**src/rtl/seg7_mux_capture_if.sv**
```systemverilog
// Multiplexed seven-segment display bus: active-low segment lines and anode selects.
interface seg7_mux_capture_if;
    logic [7:0] seg_in;
    logic [3:0] an_in;

    modport master (output seg_in, output an_in);
    modport slave  (input  seg_in, input  an_in);
endinterface

```
**src/rtl/seg7_mux_capture.sv**
```systemverilog
// Display loopback monitor: rebuilds 4-digit frames from a muxed 7-seg bus and measures scroll period.
// Optional SEG7_DP_MASK_EN: ignore the decimal point in stability, capture and frame comparison.
//
// state    | meaning
// ST_LOST  | no anode activity seen recently; disp_lost high, frame history discarded
// ST_TRACK | display alive; frames being assembled and compared
module seg7_mux_capture #(
    parameter int SETTLE_CYC  = 4,
    parameter int TIMEOUT_CYC = 1000000,
    parameter int PER_W       = 24
) (
    input  logic              clk,
    input  logic              rst_n,
    seg7_mux_capture_if.slave bus,
    output logic [31:0]       frame,
    output logic              frame_valid,
    output logic              frame_changed,
    output logic [PER_W-1:0]  scroll_period,
    output logic              mux_err,
    output logic              disp_lost
);
    localparam logic [0:0] ST_LOST  = 1'b0;
    localparam logic [0:0] ST_TRACK = 1'b1;

    localparam int CNT_W  = $clog2(SETTLE_CYC + 1);
    localparam int IDLE_W = (TIMEOUT_CYC > 2) ? $clog2(TIMEOUT_CYC) : 1;
    localparam logic [CNT_W-1:0]  SET_MAX = CNT_W'(SETTLE_CYC);
    localparam logic [CNT_W-1:0]  SET_M1  = CNT_W'(SETTLE_CYC - 1);
    localparam logic [IDLE_W-1:0] IDLE_M1 = IDLE_W'(TIMEOUT_CYC - 1);

    logic [0:0]        state;
    logic [7:0]        seg_s1, seg_s2, seg_cur, seg_prev;
    logic [3:0]        an_s1, an_s2, an_prev, an_act;
    logic [CNT_W-1:0]  stab_cnt, cnt_nxt;
    logic [IDLE_W-1:0] idle_cnt;
    logic [PER_W-1:0]  per_cnt, per_inc;
    logic [31:0]       shadow, shadow_nxt;
    logic [3:0]        seen, seen_nxt;
    logic [1:0]        idx;
    logic              valid, blank, illegal, changed, capture, complete;
    logic              frame_diff, timeout, enter_lost, lost_pend, have_frame;

`ifdef SEG7_DP_MASK_EN
    assign seg_cur = {1'b0, ~seg_s2[6:0]};
`else
    assign seg_cur = ~seg_s2;
`endif

    assign an_act  = ~an_s2;
    assign valid   = $onehot(an_act);
    assign blank   = (an_act == 4'd0);
    assign illegal = !valid && !blank;
    assign changed = (seg_cur != seg_prev) || (an_s2 != an_prev);

    always_comb begin
        idx = 2'd0;
        for (int i = 0; i < 4; i++)
            if (an_act[i]) idx = 2'(i);
    end

    always_comb begin
        cnt_nxt = stab_cnt;
        if (changed || blank)
            cnt_nxt = '0;
        else if (stab_cnt != SET_MAX)
            cnt_nxt = stab_cnt + 1'b1;
    end

    // Fires once per stable run; the change term covers SETTLE_CYC == 1.
    assign capture = valid && (cnt_nxt == SET_M1) && (changed || stab_cnt != SET_M1);

    always_comb begin
        shadow_nxt = shadow;
        seen_nxt   = seen;
        if (capture) begin
            shadow_nxt[{idx, 3'b000} +: 8] = seg_cur;
            seen_nxt[idx]                  = 1'b1;
        end
    end

    assign complete   = (seen_nxt == 4'b1111);
    assign frame_diff = complete && have_frame && (shadow_nxt != frame);
    assign per_inc    = (per_cnt == '1) ? per_cnt : per_cnt + 1'b1;
    assign timeout    = (state == ST_TRACK) && (idle_cnt == IDLE_M1);
    // A completion on the timeout clock wins; the loss is taken one clock later.
    assign enter_lost = (state == ST_TRACK) && ((timeout && !complete) || lost_pend);
    assign disp_lost  = (state == ST_LOST);

    always_ff @(posedge clk or negedge rst_n) begin
        if (!rst_n) begin
            seg_s1        <= 8'hFF;
            seg_s2        <= 8'hFF;
            an_s1         <= 4'hF;
            an_s2         <= 4'hF;
            seg_prev      <= 8'h00;
            an_prev       <= 4'hF;
            stab_cnt      <= '0;
            idle_cnt      <= '0;
            per_cnt       <= '0;
            shadow        <= '0;
            seen          <= '0;
            have_frame    <= 1'b0;
            lost_pend     <= 1'b0;
            state         <= ST_LOST;
            frame         <= '0;
            frame_valid   <= 1'b0;
            frame_changed <= 1'b0;
            scroll_period <= '0;
            mux_err       <= 1'b0;
        end else begin
            seg_s1   <= bus.seg_in;
            seg_s2   <= seg_s1;
            an_s1    <= bus.an_in;
            an_s2    <= an_s1;
            seg_prev <= seg_cur;
            an_prev  <= an_s2;
            stab_cnt <= cnt_nxt;
            shadow   <= shadow_nxt;
            mux_err  <= illegal && (cnt_nxt == SET_MAX) && (stab_cnt != SET_MAX);

            if (valid)
                idle_cnt <= '0;
            else if (idle_cnt != IDLE_M1)
                idle_cnt <= idle_cnt + 1'b1;

            frame_valid   <= complete;
            frame_changed <= frame_diff;
            lost_pend     <= timeout && complete;
            if (complete)
                frame <= shadow_nxt;
            if (frame_diff)
                scroll_period <= per_inc;

            if (enter_lost) begin
                seen       <= '0;
                have_frame <= 1'b0;
                per_cnt    <= '0;
            end else begin
                seen <= complete ? 4'b0000 : seen_nxt;
                if (complete)
                    have_frame <= 1'b1;
                if (frame_diff)
                    per_cnt <= '0;
                else if (have_frame)
                    per_cnt <= per_inc;
            end

            if (enter_lost)
                state <= ST_LOST;
            else if (state == ST_LOST && capture)
                state <= ST_TRACK;
        end
    end
endmodule

```
**src/flat_wrapper.sv**
```systemverilog
// flat-port wrapper written by rule: the top's interface ports become plain ports
module seg7_mux_capture_flat 
#(
    parameter int SETTLE_CYC  = 4,
    parameter int TIMEOUT_CYC = 1000000,
    parameter int PER_W       = 24
)
  (clk, rst_n, frame, frame_valid, frame_changed, scroll_period, mux_err, disp_lost, bus_seg_in, bus_an_in);
  seg7_mux_capture_if bus_i ();
  input  logic clk;
  input  logic rst_n;
  output logic [31:0] frame;
  output logic frame_valid;
  output logic frame_changed;
  output logic [PER_W-1:0] scroll_period;
  output logic mux_err;
  output logic disp_lost;
  input wire logic [$bits(bus_i.seg_in)-1:0] bus_seg_in;
  input wire logic [$bits(bus_i.an_in)-1:0] bus_an_in;
  assign bus_i.seg_in = bus_seg_in;
  assign bus_i.an_in = bus_an_in;
  seg7_mux_capture #(.SETTLE_CYC(SETTLE_CYC), .TIMEOUT_CYC(TIMEOUT_CYC), .PER_W(PER_W)) u_core (.clk(clk), .rst_n(rst_n), .bus(bus_i), .frame(frame), .frame_valid(frame_valid), .frame_changed(frame_changed), .scroll_period(scroll_period), .mux_err(mux_err), .disp_lost(disp_lost));
endmodule
```
**config.mk**
```make
export PLATFORM = sky130hd
export DESIGN_NAME = seg7_mux_capture_flat
export DESIGN_NICKNAME = d
export VERILOG_FILES = /design/src/rtl/seg7_mux_capture_if.sv /design/src/rtl/seg7_mux_capture.sv /design/src/flat_wrapper.sv
export SDC_FILE = /design/constraint.sdc
export NUM_CORES = 1
export LEC_CHECK = 0
export ABC_AREA = 1
export CAP_MARGIN = 20
export CORE_ASPECT_RATIO = 1.2
export CORE_MARGIN = 2
export CORE_UTILIZATION = 55
export CTS_CLUSTER_SIZE = 12
export DETAILED_ROUTE_END_ITERATION = 10
export GPL_TIMING_DRIVEN = 0
export PLACE_DENSITY = 0.84
export SLEW_MARGIN = 10
export SYNTH_ARGS = -nofsm -noshare
export SYNTH_HDL_FRONTEND = slang
export SYNTH_SLANG_ARGS = --single-unit
```
**constraint.sdc**
```tcl
create_clock -name clk -period 5.1 [get_ports clk]
set_clock_uncertainty 0.2 [all_clocks]
set_input_delay 0.765 -clock clk [delete_from_list [all_inputs] [get_ports clk]]
set_output_delay 0.765 -clock clk [all_outputs]
set_load 0.03 [all_outputs]
```
==> metrics list <==
* Maximum level of the CTS H-tree: 4
- The number of antenna violations at the first check in global routing is 0.
* CP bufs+invs: 6
- The slowest stage of the critical path belongs to the cell sky130_fd_sc_hd__dfstp_2.
* Number of global-route vias before repair: around 8400
- No sink is reached through more buffers than the 2 on the longest clock path.
* Tcrit/Tclk final: between 90% and 100%
- Delay-heaviest family, CP: simple AND/OR/NAND/NOR gates
- Vias per Instance: ~5.6
* Type of the worst setup path: reg -> reg
- The first global-routing pass estimated a little under 40 mm of wire.
- Clock-pin slew on the worst setup and hold paths: around 0.070 ns
- STA classifies the critical path endpoint as a flip-flop.
- Among all flip-flop cells after synthesis, the most frequent one is sky130_fd_sc_hd__dfrtp_1.
- Proportion of synthesized chip area in sequential cells: approximately 48%
- Of all nets on the critical path, the largest fanout is 10.
- The tree built by TritonCTS fans out to 181 sinks.
- Result of the run: complete, no violations
- The cell count after synthesis came out at between 1000 and 1500.
- In the final layout, the multi-input gates occupy between 0.004 and 0.005 mm^2.
- Measured along the x axis, the die boundary spans 124 um.
* Area of the placeable core: around 0.017 mm^2
- Maximum number of pins on one net before global-route repair: 110
- Averaged over all synthesized cells, the footprint is 7.72 um^2.
- Clock tree from TritonCTS: yes
- The largest single stage delay on the critical path is just under 0.6 ns.
* Maximum clock frequency: about 0.21 GHz
- Per-cell routed wire length: around 15 um
- Initial standard-cell utilization of the core: roughly 56%
- Reg area: around 0.0046 mm^2
- Synthesis inferred 181 register bits.
* Core utilization of the finished layout: between 60% and 70%
- In this run the core area contains 52 standard-cell rows.
* Top-level I/O count: 74
- The final layout contains routed wiring with a total length of 23.7 mm.
- In this run the vertical extent of the chip is 148 um.
- Worst-skew pair later-pin latency: 0.44 ns
* Count of buffers added by post-CTS timing repair for setup: 0
- Placed Instance Area: ~0.010 mm^2
* Area grow syn2layout: 17.6%
* # nets final: approximately 1400
- When the netlist entered floorplanning its net count stood at 1257.
* R2r setup slk: around 0.42 ns
- The tool flagged a number of max-cap violations equal to 0.
- Hold repair after CTS inserted 0 buffers.
- Distinct cell type count after synthesis: 44
- Final Hold Vio Count: 0
- First-pass iteration count of the detailed router: 7
- Number of port buffers: 73
- Worst min-delay path category: in -> async
- Startpoint class of the critical path: flip-flop
* Critical-path cell list: inv_2, ha_1, ha_1, inv_1, fa_1, nand3_2, inv_2, nand2_1, nor2_2, nand3_4, buf_2, nand2_1, nand3_1, nand2_1, nand2_1, nor2_1, nand2_1, nor2_1, nand2_1, nand2_2, inv_1, buf_2, nand2_1, nand2_1
- Summing internal, switching and leakage power gives 3.07 mW.
- The analysis attributes to cell leakage a power of ~5.7 nW.
* Floorplan die area: 0.0183 mm^2
* Remaining antenna violation count: 0
- Post-cts sizing count: 0
* Slew headroom: 46.3%
- Aggregate global routing overflow: 0
- The tree is rooted in a sky130_fd_sc_hd__clkbuf_16.
- The wire-length estimate of the detail-placed layout is 16.6 mm.
- Clock tree synthesis inserted a total of 17 buffers.
* Weighted congestion at the end of routability-driven global placement: 0.918
- After detailed routing, the number of remaining DRC violations is 0.
- In this run, synthesis inferred 0 flip-flops with an integrated enable.
* CP most frequent cell: sky130_fd_sc_hd__nand2_1
- Once placement completed, the tool counted placed cells totaling around 1500.
* Post-Syn Area: roughly 0.0095 mm^2
- Maximum vdd ir drop: ~0.25 mV
- For this block, the initial DRC count from the detailed router was approximately 860.
- Async set or reset register ratio after synthesis: 100%
* Slew @ Worst Pin: roughly 0.8 ns
- 0 antenna diodes ended up in the layout.
- Final Cell Area: 0.0111 mm^2
* Yosys warns: 0
* Fill cell count: ~1300
* Overall track demand over capacity in global routing: between 20% and 30%
* Fraction of final layout cells with drive strength greater than 1: around 8.6%
- Via count: 8601
- The count of final max-slew check failures came to 0.
* Setup-failing EPs final: 0
- In this run the power density over the cells is 276 mW/mm^2.
- Number of non-filler instances in the completed layout: ~1500
- RSZ-0062 raised after global routing: no
- The routed design could run at a clock period as short as between 4 and 5 ns.
- STA puts the critical path data arrival time at 4.81 ns.
* Critical path required time: around 5.2 ns
cell usage after synthesis, types with 2 or more instances:
master | count | area, um^2
sky130_fd_sc_hd__a21oi_1 | 13 | 65.1
sky130_fd_sc_hd__nand2_2 | 2 | 12.5
sky130_fd_sc_hd__nand4_2 | 2 | 25.0
sky130_fd_sc_hd__nor4_1 | 6 | 37.5
sky130_fd_sc_hd__a32oi_1 | 3 | 26.3
sky130_fd_sc_hd__nand3_1 | 121 | 606
sky130_fd_sc_hd__xor2_1 | 17 | 149
sky130_fd_sc_hd__nor2_2 | 3 | 18.8
sky130_fd_sc_hd__buf_2 | 17 | 85.1
sky130_fd_sc_hd__a22oi_1 | 6 | 45.0
sky130_fd_sc_hd__o21bai_1 | 2 | 15.0
sky130_fd_sc_hd__o22ai_1 | 9 | 56.3
sky130_fd_sc_hd__buf_6 | 4 | 45.0
sky130_fd_sc_hd__nand4_1 | 31 | 194
sky130_fd_sc_hd__nand2_1 | 406 | 1520
sky130_fd_sc_hd__nand3b_1 | 9 | 67.6
sky130_fd_sc_hd__inv_2 | 11 | 41.3
sky130_fd_sc_hd__a211oi_1 | 2 | 15.0
sky130_fd_sc_hd__nor2_1 | 72 | 270
sky130_fd_sc_hd__inv_1 | 165 | 619
sky130_fd_sc_hd__dfstp_2 | 28 | 736
sky130_fd_sc_hd__nor3_1 | 24 | 120
sky130_fd_sc_hd__ha_1 | 18 | 225
sky130_fd_sc_hd__dfrtp_1 | 153 | 3830
sky130_fd_sc_hd__a32o_1 | 4 | 40.0
sky130_fd_sc_hd__o21ai_0 | 58 | 290
sky130_fd_sc_hd__clkbuf_1 | 8 | 30.0
sky130_fd_sc_hd__a31oi_1 | 3 | 18.8
sky130_fd_sc_hd__xnor2_1 | 5 | 43.8
sky130_fd_sc_hd__a21o_1 | 3 | 22.5
sky130_fd_sc_hd__buf_4 | 6 | 45.0
through the flow:
stage	TNS, ns	worst slack, ns	hold WS (ns)
global placement	-702.28	-4.25	0.146
finish	0	0.425	0.0891
global route	0	0.122	0.135
detailed placement	0	0.212	0.148
CTS	0	0.107	0.112
floorplan	0	1.23	0.145
worst register-to-register path: cells and delay by family (launching register included):
kind          cells  cell delay [ns]
flops             1             0.59
buf+inv           6             0.95
simple gates     15             1.92
fa+ha+maj         3             0.90
power by group:
group / switching [mW] / internal (mW)
sequential: 0.0262 / 1.47
combinational: 0.143 / 0.0612
clock: 0.627 / 0.737
total: 0.797 / 2.27
cell type report:
class,instances,area share [%]
clock buffer,20,4.50
sequential,181,41.1
clock inverter,12,1.08
multi-input combinational,831,36.2
tap,216,2.43
inverter,177,5.98
buffer,35,1.85
timing repair buffer,74,6.87
per-layer routing:
| layer | GRT usage, % | vias to the layer above | wire (um) | share of wire (%) |
|---|---|---|---|---|
| met3 | 5.13 | 58 | 1550 | 6.5 |
| met5 | 0 | - | 0 | 0 |
| met1 | 33.4 | 4103 | 9520 | 40 |
| met2 | 46.9 | 340 | 11800 | 50 |
| met4 | 12.2 | 0 | 834 | 3.5 |
| li1 | - | 4100 | - | - |
registers in the layout, summed over array words and instances, names as in the netlist, 3 cells and up:
| register | count |
|---|---|
| u_core.an_prev | 4 |
| u_core.seg_prev | 8 |
| u_core.seg_s1 | 8 |
| u_core.seen | 4 |
| u_core.frame | 32 |
| u_core.an_s2 | 4 |
| u_core.seg_s2 | 8 |
| u_core.idle_cnt | 20 |
| u_core.per_cnt | 24 |
| u_core.stab_cnt | 3 |
| u_core.scroll_period | 24 |
| u_core.an_s1 | 4 |
| u_core.shadow | 32 |
path summary, 6_finish.rpt:
kind                                            to            start  depth (start not counted)
setup / recovery           u_core.scroll_period[6]  u_core.an_s2[1]                         24
hold / removal                  u_core.seg_prev[7]            rst_n                          1
setup reg to reg           u_core.scroll_period[6]  u_core.an_s2[1]                         24
hold reg to reg                    u_core.an_s2[0]  u_core.an_s1[0]                          0
max in group asynchronous        u_core.per_cnt[3]            rst_n                          2
min in group clk                   u_core.an_s2[0]  u_core.an_s1[0]                          0
cell families (layout without fill, tap and decap cells):
kind of cell               Yosys count  after routing  synth area share (%)
AOI/OAI and AO/OA                  107            107                  6.66
xor gates and xnor gates            22             22                  2.04
adders and majority gates           19             19                  2.60
buffers and inverters              212            318                  9.20
DFF                                181            181                  48.3
muxes                                1              1                 0.119
and+or+nand+nor                    682            682                  31.1
cells in the final DEF, fill, tap and decap left out, types with 8 or more instances in the layout:
cell type	Yosys	layout
sky130_fd_sc_hd__clkdlybuf4s50_1	0	72
sky130_fd_sc_hd__inv_2	11	12
sky130_fd_sc_hd__nand3_1	121	120
sky130_fd_sc_hd__dfstp_2	28	28
sky130_fd_sc_hd__dfrtp_1	153	153
sky130_fd_sc_hd__nand3b_1	9	9
sky130_fd_sc_hd__xor2_1	17	17
sky130_fd_sc_hd__o22ai_1	9	9
sky130_fd_sc_hd__clkbuf_1	8	8
sky130_fd_sc_hd__nor2_1	72	71
sky130_fd_sc_hd__nand4_1	31	31
sky130_fd_sc_hd__buf_2	17	17
sky130_fd_sc_hd__nor3_1	24	23
sky130_fd_sc_hd__inv_1	165	164
sky130_fd_sc_hd__nand2_1	406	406
sky130_fd_sc_hd__ha_1	18	18
sky130_fd_sc_hd__o21ai_0	58	58
sky130_fd_sc_hd__clkbuf_16	0	20
sky130_fd_sc_hd__a21oi_1	13	13
Note: power is estimated with default switching activity, not from simulation.
